File: src/rtl/tcdm_bank_arbiter_if.sv
`default_nettype none
// ============================================================================
// Module   : tcdm_bank_arbiter_if
// Brief    : Requester-side and bank-side signal bundle of the TCDM bank arbiter.
// Revision : 1.0 - initial release
// ============================================================================
interface tcdm_bank_arbiter_if #(
    parameter int unsigned NumIn     = 4,
    parameter int unsigned AddrWidth = 32,
    parameter int unsigned DataWidth = 32
);
    localparam int unsigned BeWidth = DataWidth / 8;

    // requester side
    logic [NumIn-1:0]                req_valid_i;
    logic [NumIn-1:0]                req_ready_o;
    logic [NumIn-1:0][AddrWidth-1:0] req_addr_i;
    logic [NumIn-1:0][3:0]           req_amo_i;
    logic [NumIn-1:0]                req_write_i;
    logic [NumIn-1:0][DataWidth-1:0] req_wdata_i;
    logic [NumIn-1:0][BeWidth-1:0]   req_be_i;
    logic [NumIn-1:0]                resp_valid_o;
    logic [NumIn-1:0]                resp_ready_i;
    logic [DataWidth-1:0]            resp_rdata_o;

    // bank (adapter) side
    logic                            bank_valid_o;
    logic                            bank_ready_i;
    logic [AddrWidth-1:0]            bank_addr_o;
    logic [3:0]                      bank_amo_o;
    logic                            bank_write_o;
    logic [DataWidth-1:0]            bank_wdata_o;
    logic [BeWidth-1:0]              bank_be_o;
    logic                            bank_rvalid_i;
    logic                            bank_rready_o;
    logic [DataWidth-1:0]            bank_rdata_i;

    // arbiter view
    modport slave (
        input  req_valid_i, req_addr_i, req_amo_i, req_write_i, req_wdata_i, req_be_i,
        input  resp_ready_i, bank_ready_i, bank_rvalid_i, bank_rdata_i,
        output req_ready_o, resp_valid_o, resp_rdata_o,
        output bank_valid_o, bank_addr_o, bank_amo_o, bank_write_o, bank_wdata_o, bank_be_o,
        output bank_rready_o
    );

    // environment view (requesters plus adapter)
    modport master (
        output req_valid_i, req_addr_i, req_amo_i, req_write_i, req_wdata_i, req_be_i,
        output resp_ready_i, bank_ready_i, bank_rvalid_i, bank_rdata_i,
        input  req_ready_o, resp_valid_o, resp_rdata_o,
        input  bank_valid_o, bank_addr_o, bank_amo_o, bank_write_o, bank_wdata_o, bank_be_o,
        input  bank_rready_o
    );
endinterface
`default_nettype wire

File: src/rtl/tcdm_bank_arbiter.sv
`default_nettype none
// ============================================================================
// Module   : tcdm_bank_arbiter
// Brief    : Round-robin sharing of one TCDM bank between NumIn requesters, with
//            an in-order ID FIFO routing responses back. Optional conflict
//            counter enabled by macro TCDM_BANK_ARB_PERF_EN.
// Revision : 1.0 - initial release
// ============================================================================
module tcdm_bank_arbiter #(
    parameter int unsigned NumIn       = 4,
    parameter int unsigned AddrWidth   = 32,
    parameter int unsigned DataWidth   = 32,
    parameter int unsigned IdFifoDepth = 2
) (
    input  wire logic              clk_i,
    input  wire logic              rst_ni,
    tcdm_bank_arbiter_if.slave     bus,
    output logic [31:0]            perf_conflicts_o
);
    localparam int unsigned BeWidth = DataWidth / 8;
    localparam int unsigned IdW     = (NumIn > 1) ? $clog2(NumIn) : 1;
    localparam int unsigned PtrW    = (IdFifoDepth > 1) ? $clog2(IdFifoDepth) : 1;
    localparam int unsigned CntW    = $clog2(IdFifoDepth + 1);
    localparam logic [CntW-1:0] C_DEPTH   = CntW'(IdFifoDepth);
    localparam logic [PtrW-1:0] C_PTR_MAX = PtrW'(IdFifoDepth - 1);

    // ------------------------------------------------------------------
    // State
    // ------------------------------------------------------------------
    logic [IdW-1:0]  rr_q;
    logic            lock_q;
    logic [IdW-1:0]  lock_idx_q;
    logic [IdW-1:0]  r_id_mem [IdFifoDepth];
    logic [PtrW-1:0] r_wr_ptr;
    logic [PtrW-1:0] r_rd_ptr;
    logic [CntW-1:0] r_count;

    // ------------------------------------------------------------------
    // Combinational nets
    // ------------------------------------------------------------------
    logic [IdW-1:0]       w_rr_winner;
    logic                 w_rr_found;
    logic [IdW-1:0]       w_winner;
    logic                 w_any_valid;
    logic                 w_resp_prod;
    logic                 w_full;
    logic                 w_empty;
    logic                 w_blocked;
    logic                 w_bank_valid;
    logic                 w_handshake;
    logic                 w_push;
    logic                 w_pop;
    logic [IdW-1:0]       w_head;
    logic                 w_rready;
    logic [AddrWidth-1:0] w_bank_addr;
    logic [DataWidth-1:0] w_bank_wdata;
    logic [BeWidth-1:0]   w_bank_be;

    function automatic logic [IdW-1:0] f_wrap(input logic [IdW-1:0] base, input int unsigned ofs);
        int unsigned sum;
        sum = 32'(base) + ofs;
        if (sum >= NumIn) sum = sum - NumIn;
        return sum[IdW-1:0];
    endfunction

    function automatic logic [PtrW-1:0] f_ptr_inc(input logic [PtrW-1:0] ptr);
        return (ptr == C_PTR_MAX) ? '0 : ptr + PtrW'(1);
    endfunction

    // ------------------------------------------------------------------
    // Arbitration: first valid requester at or after rr_q, wrapping
    // ------------------------------------------------------------------
    always_comb begin : p_rr_search
        w_rr_winner = rr_q;
        w_rr_found  = 1'b0;
        for (int unsigned k = 0; k < NumIn; k++) begin
            if (!w_rr_found && bus.req_valid_i[f_wrap(rr_q, k)]) begin
                w_rr_winner = f_wrap(rr_q, k);
                w_rr_found  = 1'b1;
            end
        end
    end

    // A stalled grant stays with its requester until the bank accepts it
    assign w_winner     = lock_q ? lock_idx_q : w_rr_winner;
    assign w_any_valid  = |bus.req_valid_i;
    assign w_resp_prod  = !bus.req_write_i[w_winner] || (bus.req_amo_i[w_winner] != 4'd0);

    assign w_full       = (r_count == C_DEPTH);
    assign w_empty      = (r_count == '0);
    // Full is taken from the registered count, so a same-cycle pop never unblocks
    assign w_blocked    = w_full && w_resp_prod;
    assign w_bank_valid = w_any_valid && !w_blocked;
    assign w_handshake  = w_bank_valid && bus.bank_ready_i;
    assign w_push       = w_handshake && w_resp_prod;

    always_comb begin : p_req_ready
        bus.req_ready_o           = '0;
        bus.req_ready_o[w_winner] = w_handshake;
    end

    assign w_bank_addr      = bus.req_addr_i[w_winner];
    assign w_bank_wdata     = bus.req_wdata_i[w_winner];
    assign w_bank_be        = bus.req_be_i[w_winner];

    assign bus.bank_valid_o = w_bank_valid;
    assign bus.bank_addr_o  = w_bank_addr;
    assign bus.bank_amo_o   = bus.req_amo_i[w_winner];
    assign bus.bank_write_o = bus.req_write_i[w_winner];
    assign bus.bank_wdata_o = w_bank_wdata;
    assign bus.bank_be_o    = w_bank_be;

    always_ff @(posedge clk_i or negedge rst_ni) begin : p_arb_state
        if (!rst_ni) begin
            rr_q       <= '0;
            lock_q     <= 1'b0;
            lock_idx_q <= '0;
        end else if (w_handshake) begin
            rr_q       <= f_wrap(w_winner, 1);
            lock_q     <= 1'b0;
        end else if (w_bank_valid) begin
            lock_q     <= 1'b1;
            lock_idx_q <= w_winner;
        end
    end

    // ------------------------------------------------------------------
    // Response routing through the in-order ID FIFO
    // ------------------------------------------------------------------
    assign w_head   = r_id_mem[r_rd_ptr];
    assign w_rready = !w_empty && bus.resp_ready_i[w_head];
    assign w_pop    = bus.bank_rvalid_i && w_rready;

    always_comb begin : p_resp_route
        bus.resp_valid_o         = '0;
        bus.resp_valid_o[w_head] = bus.bank_rvalid_i && !w_empty;
    end

    assign bus.bank_rready_o = w_rready;
    assign bus.resp_rdata_o  = bus.bank_rdata_i;

    // Storage needs no reset: validity is tracked by r_count alone
    always_ff @(posedge clk_i) begin : p_id_mem
        if (w_push) r_id_mem[r_wr_ptr] <= w_winner;
    end

    always_ff @(posedge clk_i or negedge rst_ni) begin : p_fifo_ctrl
        if (!rst_ni) begin
            r_wr_ptr <= '0;
            r_rd_ptr <= '0;
            r_count  <= '0;
        end else begin
            if (w_push) r_wr_ptr <= f_ptr_inc(r_wr_ptr);
            if (w_pop)  r_rd_ptr <= f_ptr_inc(r_rd_ptr);
            if (w_push && !w_pop)      r_count <= r_count + CntW'(1);
            else if (!w_push && w_pop) r_count <= r_count - CntW'(1);
        end
    end

    // ------------------------------------------------------------------
    // Conflict counter
    // ------------------------------------------------------------------
`ifdef TCDM_BANK_ARB_PERF_EN
    logic [31:0] r_perf;

    always_ff @(posedge clk_i or negedge rst_ni) begin : p_perf
        if (!rst_ni) begin
            r_perf <= '0;
        end else if (($countones(bus.req_valid_i) >= 2) && (r_perf != 32'hFFFF_FFFF)) begin
            r_perf <= r_perf + 32'd1;
        end
    end

    assign perf_conflicts_o = r_perf;
`else
    assign perf_conflicts_o = 32'd0;
`endif

    // ------------------------------------------------------------------
    // Protocol checks
    // ------------------------------------------------------------------
`ifndef SYNTHESIS
    a_bank_req_stable: assert property (@(posedge clk_i) disable iff (!rst_ni)
        (w_bank_valid && !bus.bank_ready_i) |=>
            (w_bank_valid && $stable(w_bank_addr) && $stable(bus.bank_amo_o) &&
             $stable(bus.bank_write_o) && $stable(w_bank_wdata) && $stable(w_bank_be)));

    a_no_push_full: assert property (@(posedge clk_i) disable iff (!rst_ni)
        !(w_push && w_full));

    a_no_pop_empty: assert property (@(posedge clk_i) disable iff (!rst_ni)
        !(w_pop && w_empty));

    a_no_orphan_rvalid: assert property (@(posedge clk_i) disable iff (!rst_ni)
        !(bus.bank_rvalid_i && w_empty));
`endif

endmodule
`default_nettype wire

File: src/flat_wrapper.sv
// flat-port wrapper written by rule: the top's interface ports become plain ports
module tcdm_bank_arbiter_flat 
#(
    parameter int unsigned NumIn       = 4,
    parameter int unsigned AddrWidth   = 32,
    parameter int unsigned DataWidth   = 32,
    parameter int unsigned IdFifoDepth = 2
)
  (clk_i, rst_ni, perf_conflicts_o, bus_req_valid_i, bus_req_addr_i, bus_req_amo_i, bus_req_write_i, bus_req_wdata_i, bus_req_be_i, bus_resp_ready_i, bus_bank_ready_i, bus_bank_rvalid_i, bus_bank_rdata_i, bus_req_ready_o, bus_resp_valid_o, bus_resp_rdata_o, bus_bank_valid_o, bus_bank_addr_o, bus_bank_amo_o, bus_bank_write_o, bus_bank_wdata_o, bus_bank_be_o, bus_bank_rready_o);
  tcdm_bank_arbiter_if #(.NumIn(NumIn), .AddrWidth(AddrWidth), .DataWidth(DataWidth)) bus_i ();
  input  wire logic clk_i;
  input  wire logic rst_ni;
  output logic [31:0] perf_conflicts_o;
  input wire logic [$bits(bus_i.req_valid_i)-1:0] bus_req_valid_i;
  input wire logic [$bits(bus_i.req_addr_i)-1:0] bus_req_addr_i;
  input wire logic [$bits(bus_i.req_amo_i)-1:0] bus_req_amo_i;
  input wire logic [$bits(bus_i.req_write_i)-1:0] bus_req_write_i;
  input wire logic [$bits(bus_i.req_wdata_i)-1:0] bus_req_wdata_i;
  input wire logic [$bits(bus_i.req_be_i)-1:0] bus_req_be_i;
  input wire logic [$bits(bus_i.resp_ready_i)-1:0] bus_resp_ready_i;
  input wire logic [$bits(bus_i.bank_ready_i)-1:0] bus_bank_ready_i;
  input wire logic [$bits(bus_i.bank_rvalid_i)-1:0] bus_bank_rvalid_i;
  input wire logic [$bits(bus_i.bank_rdata_i)-1:0] bus_bank_rdata_i;
  output wire logic [$bits(bus_i.req_ready_o)-1:0] bus_req_ready_o;
  output wire logic [$bits(bus_i.resp_valid_o)-1:0] bus_resp_valid_o;
  output wire logic [$bits(bus_i.resp_rdata_o)-1:0] bus_resp_rdata_o;
  output wire logic [$bits(bus_i.bank_valid_o)-1:0] bus_bank_valid_o;
  output wire logic [$bits(bus_i.bank_addr_o)-1:0] bus_bank_addr_o;
  output wire logic [$bits(bus_i.bank_amo_o)-1:0] bus_bank_amo_o;
  output wire logic [$bits(bus_i.bank_write_o)-1:0] bus_bank_write_o;
  output wire logic [$bits(bus_i.bank_wdata_o)-1:0] bus_bank_wdata_o;
  output wire logic [$bits(bus_i.bank_be_o)-1:0] bus_bank_be_o;
  output wire logic [$bits(bus_i.bank_rready_o)-1:0] bus_bank_rready_o;
  assign bus_i.req_valid_i = bus_req_valid_i;
  assign bus_i.req_addr_i = bus_req_addr_i;
  assign bus_i.req_amo_i = bus_req_amo_i;
  assign bus_i.req_write_i = bus_req_write_i;
  assign bus_i.req_wdata_i = bus_req_wdata_i;
  assign bus_i.req_be_i = bus_req_be_i;
  assign bus_i.resp_ready_i = bus_resp_ready_i;
  assign bus_i.bank_ready_i = bus_bank_ready_i;
  assign bus_i.bank_rvalid_i = bus_bank_rvalid_i;
  assign bus_i.bank_rdata_i = bus_bank_rdata_i;
  assign bus_req_ready_o = bus_i.req_ready_o;
  assign bus_resp_valid_o = bus_i.resp_valid_o;
  assign bus_resp_rdata_o = bus_i.resp_rdata_o;
  assign bus_bank_valid_o = bus_i.bank_valid_o;
  assign bus_bank_addr_o = bus_i.bank_addr_o;
  assign bus_bank_amo_o = bus_i.bank_amo_o;
  assign bus_bank_write_o = bus_i.bank_write_o;
  assign bus_bank_wdata_o = bus_i.bank_wdata_o;
  assign bus_bank_be_o = bus_i.bank_be_o;
  assign bus_bank_rready_o = bus_i.bank_rready_o;
  tcdm_bank_arbiter #(.NumIn(NumIn), .AddrWidth(AddrWidth), .DataWidth(DataWidth), .IdFifoDepth(IdFifoDepth)) u_core (.clk_i(clk_i), .rst_ni(rst_ni), .bus(bus_i), .perf_conflicts_o(perf_conflicts_o));
endmodule
File: config.mk
export PLATFORM = sky130hd
export DESIGN_NAME = tcdm_bank_arbiter_flat
export DESIGN_NICKNAME = d
export VERILOG_FILES = /design/src/rtl/tcdm_bank_arbiter_if.sv /design/src/rtl/tcdm_bank_arbiter.sv /design/src/flat_wrapper.sv
export SDC_FILE = /design/constraint.sdc
export NUM_CORES = 1
export LEC_CHECK = 0
export BUFFER_PORTS_ARGS = -buffer_cell sky130_fd_sc_hd__buf_2
export CAP_MARGIN = 20
export CORE_AREA = 2 2 186 188
export CTS_BUF_LIST = sky130_fd_sc_hd__clkbuf_8
export CTS_CLUSTER_DIAMETER = 30
export DETAILED_ROUTE_END_ITERATION = 10
export DIE_AREA = 0 0 188 190
export PLACE_DENSITY_LB_ADDON = 0.25
export RECOVER_POWER = 100
export SETUP_SLACK_MARGIN = 0.15
export SLEW_MARGIN = 20
export SYNTH_ARGS = -nofsm -noshare
export SYNTH_HDL_FRONTEND = slang
export SYNTH_SLANG_ARGS = --single-unit
File: constraint.sdc
create_clock -name clk_i -period 3.3 [get_ports clk_i]
set_clock_uncertainty 0.15 [all_clocks]
set_input_delay 0.66 -clock clk_i [delete_from_list [all_inputs] [get_ports clk_i]]
set_output_delay 0.66 -clock clk_i [all_outputs]
set_load 0.02 [all_outputs]
==> results.yml, run 1 <==
status:
  status: "finished, final reports clean"
worst_setup_path:
  critPathCaptureType: "output pin"
  reg2reg_slack_ns: 0.45
  critPathSlowestCell: "a221oi_2"
  cp.required_ns: 2.49
  path_cells: "buf_8 -> a221oi_2 -> o211ai_1 -> buf_4 -> nand2_8 -> buf_12 -> clkbuf_16 -> buf_8 -> nand2_2 -> and3_4 -> a31oi_1 -> buf_4"
  start_kind: "primary input"
  cp_top_family: "buffers and inverters"
  cp_num_buf_inv: 6
  worstPathArrival_ns: 2.44
  reg2reg_depth: 14
  critPathKind: "in -> out"
  critPathMaxFanout: 5
  max_stage_delay_ns: 0.26
  worst-path-stages: 12
sta:
  maxSlewViolCount: 0
  finalHoldViolations: 0
  fmax_ghz: 0.3079
  setup-violations-final: 0
  fin_tns_setup_ns: 0
  relSlewSlack_pct: 65.32
  fin_crit_sh_pct: 98.41
  worst_pin_slew_ns: 0.5203
  period_needed_ns: 3.248
  rsz0062_at_grt: "yes"
power_and_ir_drop:
  ir_drop_mv: 0.5610
  fin_total_pwr_mw: 12.00
  p_leak_nw: 4.249
  powerDensity_mw_per_mm2: 1360
yosys:
  netlist_area_mm2: 0.003565
  synth_edf_count: 4
  synth_most_common_cell: "nand2_1"
  synth.area.top_cells: "nand2_1 (31%), and3_1 (14%), buf_4 (13%)"
  seq_area_frac_synth_pct: 9.688
  yosysWarnings: 0
  synthCells: 639
  synth_top_cell_by_area: "nand2_1"
  synthTopCellsByCount: "nand2_1 (299), and3_1 (77), a31oi_1 (73)"
  synth_cell_types: 38
  synth_flop_cell: "dfrtp_1"
  synth_top_area_share_pct: 31.48
  async_flop_share_pct: 69.23
  synth_seq_cells: 13
  syn_avg_cell_area_um2: 5.579
clock_network:
  cts.path.max_buffers: 2
  cts_tree: "done"
  cts.reportedPaths.clkPinSlew_ns: 0.06
  cts.sinks: 13
  htreeDepth: 1
  cts-buffers-inserted: 3
  cts_root_buffer: "clkbuf_8"
  insertion_delay_ns: 0.24
grt:
  antenna_found_initial: 0
  grt_max_degree: 42
  grt_pass1_wl_um: 30590
  grt_pass1_vias: 5623
  grt.total_usage_pct: 10.92
  gr-total-overflow: 0
drt:
  drcViolationCount: 0
  drt_iter0_markers: 144
  num_vias: 6126
  dr.pass1.iters: 6
  ant_nets: 0
  routed_wirelength_um: 24370
  post_drt_via_cell_ratio: 4.062
  wl_per_cell_um: 16.16
placed_design:
  port_buffers: 386
  dp.final_hpwl_um: 16360
  placed_cells: 1454
  gp_congestion: 0.8956
floorplanning:
  start_util_pct: 10.50
  die_y_um: 190
  core_area_mm2: 0.03395
  die_area_mm2: 0.03572
  die_width_um: 188
  fp-row-count: 68
  ioPinCount: 483
layout:
  final_cells: 1508
  drive_above_1_share_pct: 67.14
  syn_to_final_growth_pct: 147.5
  finalNetCount: 1395
  ff_latch_area_um2: 346.6
  multi_input_area_mm2: 0.003981
  diodes: 0
  fillers: 3693
flow_run:
  cap_violations: 0
min_path:
  min_path_type: "in -> async"
==> where the power goes <==
part,switching [mW],internal [mW]
Combinational,5.83,5.71
Sequential,0.0594,0.257
Clock,0.0585,0.0821
Total,5.95,6.05
==> flip-flops by register name, indices dropped and copies added (netlist names) <==
signal,cells
u_core.r_rd_ptr,1
u_core.r_wr_ptr,1
u_core.r_count,2
u_core.r_id_mem,4
u_core.lock_idx_q,2
u_core.lock_q,1
u_core.rr_q,2
==> stage by stage <==
| stage | setup slack (ns) | hold slack, ns | instance area, um2 | utilization, % |
|---|---|---|---|---|
| 2_1_floorplan | 0.2136 | 0.2144 | 3681 | - |
| 3_3_place_gp | -0.1441 | 0.3338 | 6072 | 17.89 |
| 3_5_place_dp | -0.09569 | 0.3344 | 6072 | 17.89 |
| 4_1_cts | 0.07416 | 0.1185 | 6883 | 20.28 |
| 5_1_grt | -0.02065 | 0.2471 | 8822 | 25.99 |
| 6_report | 0.05233 | 0.2101 | 8822 | 25.99 |
==> kinds of logic after synthesis <==
| family | synth area share (%) |
|---|---|
| AND/OR/NAND/NOR | 48.68 |
| buffers and inverters | 19.48 |
| AO/OA/AOI/OAI | 16.43 |
| flip-flops | 9.688 |
| multiplexers | 2.633 |
| adder cells (fa/ha/maj) | 1.755 |
| XOR/XNOR | 1.229 |
| other | 0.1052 |
==> final cells by class <==
cell class / count / area share [%]
clock buffers: 3 / 0.4680
clock inverters: 1 / 0.04255
inverters: 7 / 0.6524
multi-input cells: 539 / 45.13
flip-flops and latches: 13 / 3.929
well taps: 455 / 6.453
repair buffers: 489 / 43.14
repair inverters: 1 / 0.1844
==> per-layer routing <==
layer,vias up,GRT usage (%),routed length [um]
li1,2896,-,-
met1,2866,12.70,9387
met2,317,20.03,12550
met3,47,1.051,1559
met4,0,5.239,877
met5,-,0,0
==> placed cells by master (no fill, tap or decap), drive strengths merged <==
master  netlist  final
inv           7      6
o22ai         1      1
clkinv        0      3
o21ai         5      5
a31oi        74     74
and3         77     77
mux2          3      3
dfrtp         9      9
mux4          1      1
buf          78    472
nor2          7      7
clkbuf       34     20
edfxtp        4      4
conb          1     32
nand2b        1      1
o211ai        1      1
nor3          2      2
ha            5      5
a211o         2      2
o31ai         1      1
nor4          5      5
xor2          2      2
and2          4      4
nor3b         1      1
xnor2         3      3
mux2i         3      3
a221oi        1      1
a21oi         2      2
nand2       300    301
o21a          2      2
nor2b         3      3
==> what timing repair did <==
item,in CTS,in global routing
cloned,8,11
setup endpoints to repair,77,78
buffers inserted,9,22
gates resized for setup,125,356
pin swaps,14,116
hold buffers,0,0
==> path summary, 6_finish.rpt <==
kind	from	endpoint
setup / recovery	bus_req_valid_i[0]	bus_bank_addr_o[9]
hold / removal	rst_ni	u_core.r_count[1]
setup reg to reg	u_core.rr_q[1]	u_core.r_count[1]
hold reg to reg	u_core.r_wr_ptr	u_core.r_wr_ptr
max in group asynchronous	rst_ni	u_core.rr_q[1]
min in group clk_i	u_core.r_wr_ptr	u_core.r_wr_ptr
(Power assumes the default switching activity.)
==> run 2: changes to the inputs <==
==> constraint.sdc (replaced) <==
create_clock -name clk_i -period 3.3 [get_ports clk_i]
set_clock_uncertainty 0.15 [all_clocks]
set_input_delay 0.165 -clock clk_i [delete_from_list [all_inputs] [get_ports clk_i]]
set_output_delay 0.165 -clock clk_i [all_outputs]
set_load 0.02 [all_outputs]
==> run 2 against run 1 <==
- design area down 36%
- critical endpoint is now bus_bank_write_o
- largest power group unchanged
- count of clock-buffer cells in the layout unchanged
- final cell count is 6.0% lower
- total power shrank 48%
- critical path depth is 2 lower
- setup slack improved by 0.32 ns
- critical path type is now reg -> out
==> results.yml, run 2 (synthesized netlist as in run 1, its figures left out) <==
drt:
  drt_iter0_markers: 143
  wl_per_cell_um: 13.76
  dr.pass1.iters: 4
  drcViolationCount: 0
  num_vias: 5500
  post_drt_via_cell_ratio: 3.881
  ant_nets: 0
  routed_wirelength_um: 19500
worst_setup_path:
  start_kind: "flip-flop"
  cp_num_buf_inv: 3
  path_cells: "nor2b_1 -> nor3_1 -> o211ai_1 -> nand2_4 -> inv_4 -> clkbuf_2 -> nand2_1 -> and3_1 -> a31oi_1 -> clkbuf_1"
  cp.required_ns: 2.98
  reg2reg_depth: 11
  worstPathArrival_ns: 2.61
  critPathCaptureType: "output pin"
  max_stage_delay_ns: 0.42
  reg2reg_slack_ns: 0.57
  worstReg2RegStart: "u_core.rr_q[1]"
  critPathMaxFanout: 23
  critPathSlowestCell: "clkbuf_2"
  reg2reg_to: "u_core.r_count[1]"
  critPathKind: "reg -> out"
  cp_top_family: "buffers and inverters"
clock_network:
  insertion_delay_ns: 0.24
  cts_root_buffer: "clkbuf_8"
  cts.sinks: 13
  htreeDepth: 1
  post_cts_buffers: 0
  cts.reportedPaths.clkPinSlew_ns: 0.06
  cts.path.max_buffers: 2
  cts_tree: "done"
  cts-buffers-inserted: 3
layout:
  top_register: "u_core.r_id_mem"
  final_common_cell: "buf_2"
  post-route-util_pct: 16.65
  syn_to_final_growth_pct: 58.58
  final_cells: 1417
  drive_above_1_share_pct: 35.63
  design_area_mm2: 0.005653
  layout_common_cells: "buf_2 (322), nand2_1 (299), and3_1 (77)"
  finalNetCount: 1302
  largest_reg_flops: 4
placed_design:
  dp.final_hpwl_um: 16020
  place_worst_setup_slack_ns: 0.7243
  gp_congestion: 0.8235
  placed_cell_area_mm2: 0.005692
  port_buffers: 386
  placed_cells: 1410
sta:
  relSlewSlack_pct: 58.14
  hold_ws_ns: 0.1668
  fmax_ghz: 0.3416
  rsz0062_at_grt: "no"
  setup_ws_ns: 0.3725
  fin_crit_sh_pct: 88.71
  setup-violations-final: 0
  finalHoldViolations: 0
  fin_tns_setup_ns: 0
  worst_pin_slew_ns: 0.6221
  maxSlewViolCount: 0
  period_needed_ns: 2.927
floorplanning:
  core_area_mm2: 0.03395
  die_y_um: 190
  start_util_pct: 10.50
  die_area_mm2: 0.03572
  die_width_um: 188
  fp-row-count: 68
  ioPinCount: 483
min_path:
  hold_end: "u_core.lock_q"
  min_path_type: "in -> reg"
  hold_path_depth: 3
  hp-start: "bus_bank_ready_i"
power_and_ir_drop:
  p_leak_nw: 3.052
  powerDensity_mw_per_mm2: 1108
  ir_drop_mv: 0.3251
  fin_total_pwr_mw: 6.265
grt:
  grt.total_usage_pct: 9.788
  grt_pass1_wl_um: 27690
  grt_max_degree: 61
  gr-total-overflow: 0
  antenna_found_initial: 2
  grt_pass1_vias: 5204
status:
  status: "finished, final reports clean"
flow_run:
  cap_violations: 0
## run 2: cell count changes in the layout (fill, tap and decap cells not counted), moves of 32 or more
cell,change
nand2_2,-68
buf_6,-61
and3_4,-60
clkbuf_1,+57
nand2_1,+100
buf_4,-55
and3_1,+60
a31oi_1,+35
a31oi_4,-32
## run 2: report_power, final
group / total, mW / internal, mW / switching (mW)
Sequential: 0.314 / 0.256 / 0.0584
Combinational: 5.81 / 1.84 / 3.97
Clock: 0.140 / 0.0821 / 0.0584
Total: 6.26 / 2.18 / 4.08
## run 2: per-layer routing
| layer | track usage, % | up-vias | share of wire [%] |
|---|---|---|---|
| li1 | - | 2692 | - |
| met1 | 10.31 | 2473 | 37 |
| met2 | 19.76 | 303 | 53 |
| met3 | 1.181 | 30 | 7.7 |
| met4 | 3.392 | 2 | 2.7 |
| met5 | 0 | - | 0.046 |
## run 2: timing repair
action | in CTS | in global routing
resized for setup | 0 | 0
hold buffers | 1 | 0
hold endpoints to repair | 9 | 0
## run 2: area by class of cell
| cell class | instances | area (um2) |
|---|---|---|
| multi-input combinational | 538 | 2633 |
| inverter | 7 | 28.78 |
| antenna | 2 | 5.005 |
| clock buffer | 3 | 41.29 |
| fill | 4034 | 28290 |
| timing repair buffer | 398 | 2027 |
| clock inverter | 1 | 3.754 |
| tap | 455 | 569.3 |
| sequential | 13 | 345.3 |
## run 2: worst max path at each step
stage              startpoint            endpoint  depth (start not counted)
6_report       u_core.rr_q[0]    bus_bank_write_o                         10
5_1_grt        u_core.rr_q[0]    bus_bank_write_o                         10
4_1_cts        u_core.rr_q[0]    bus_bank_be_o[2]                         10
3_5_place_dp   u_core.rr_q[0]   u_core.r_count[1]                         12
3_3_place_gp   u_core.rr_q[0]   u_core.r_count[1]                         12
2_1_floorplan  u_core.rr_q[0]  bus_bank_addr_o[0]                          9
## run 2: worst register-to-register path, cell delays in order, from the launching register on
cell and delay (ns):
dfrtp_1 0.43, nor3_1 0.20, a211o_1 0.17, a31oi_4 0.11
inv_1 0.28, o21ai_1 0.13, o22ai_1 0.37, nand2_1 0.19
inv_1 0.09, ha_1 0.25, nor2_1 0.14, xor2_1 0.15
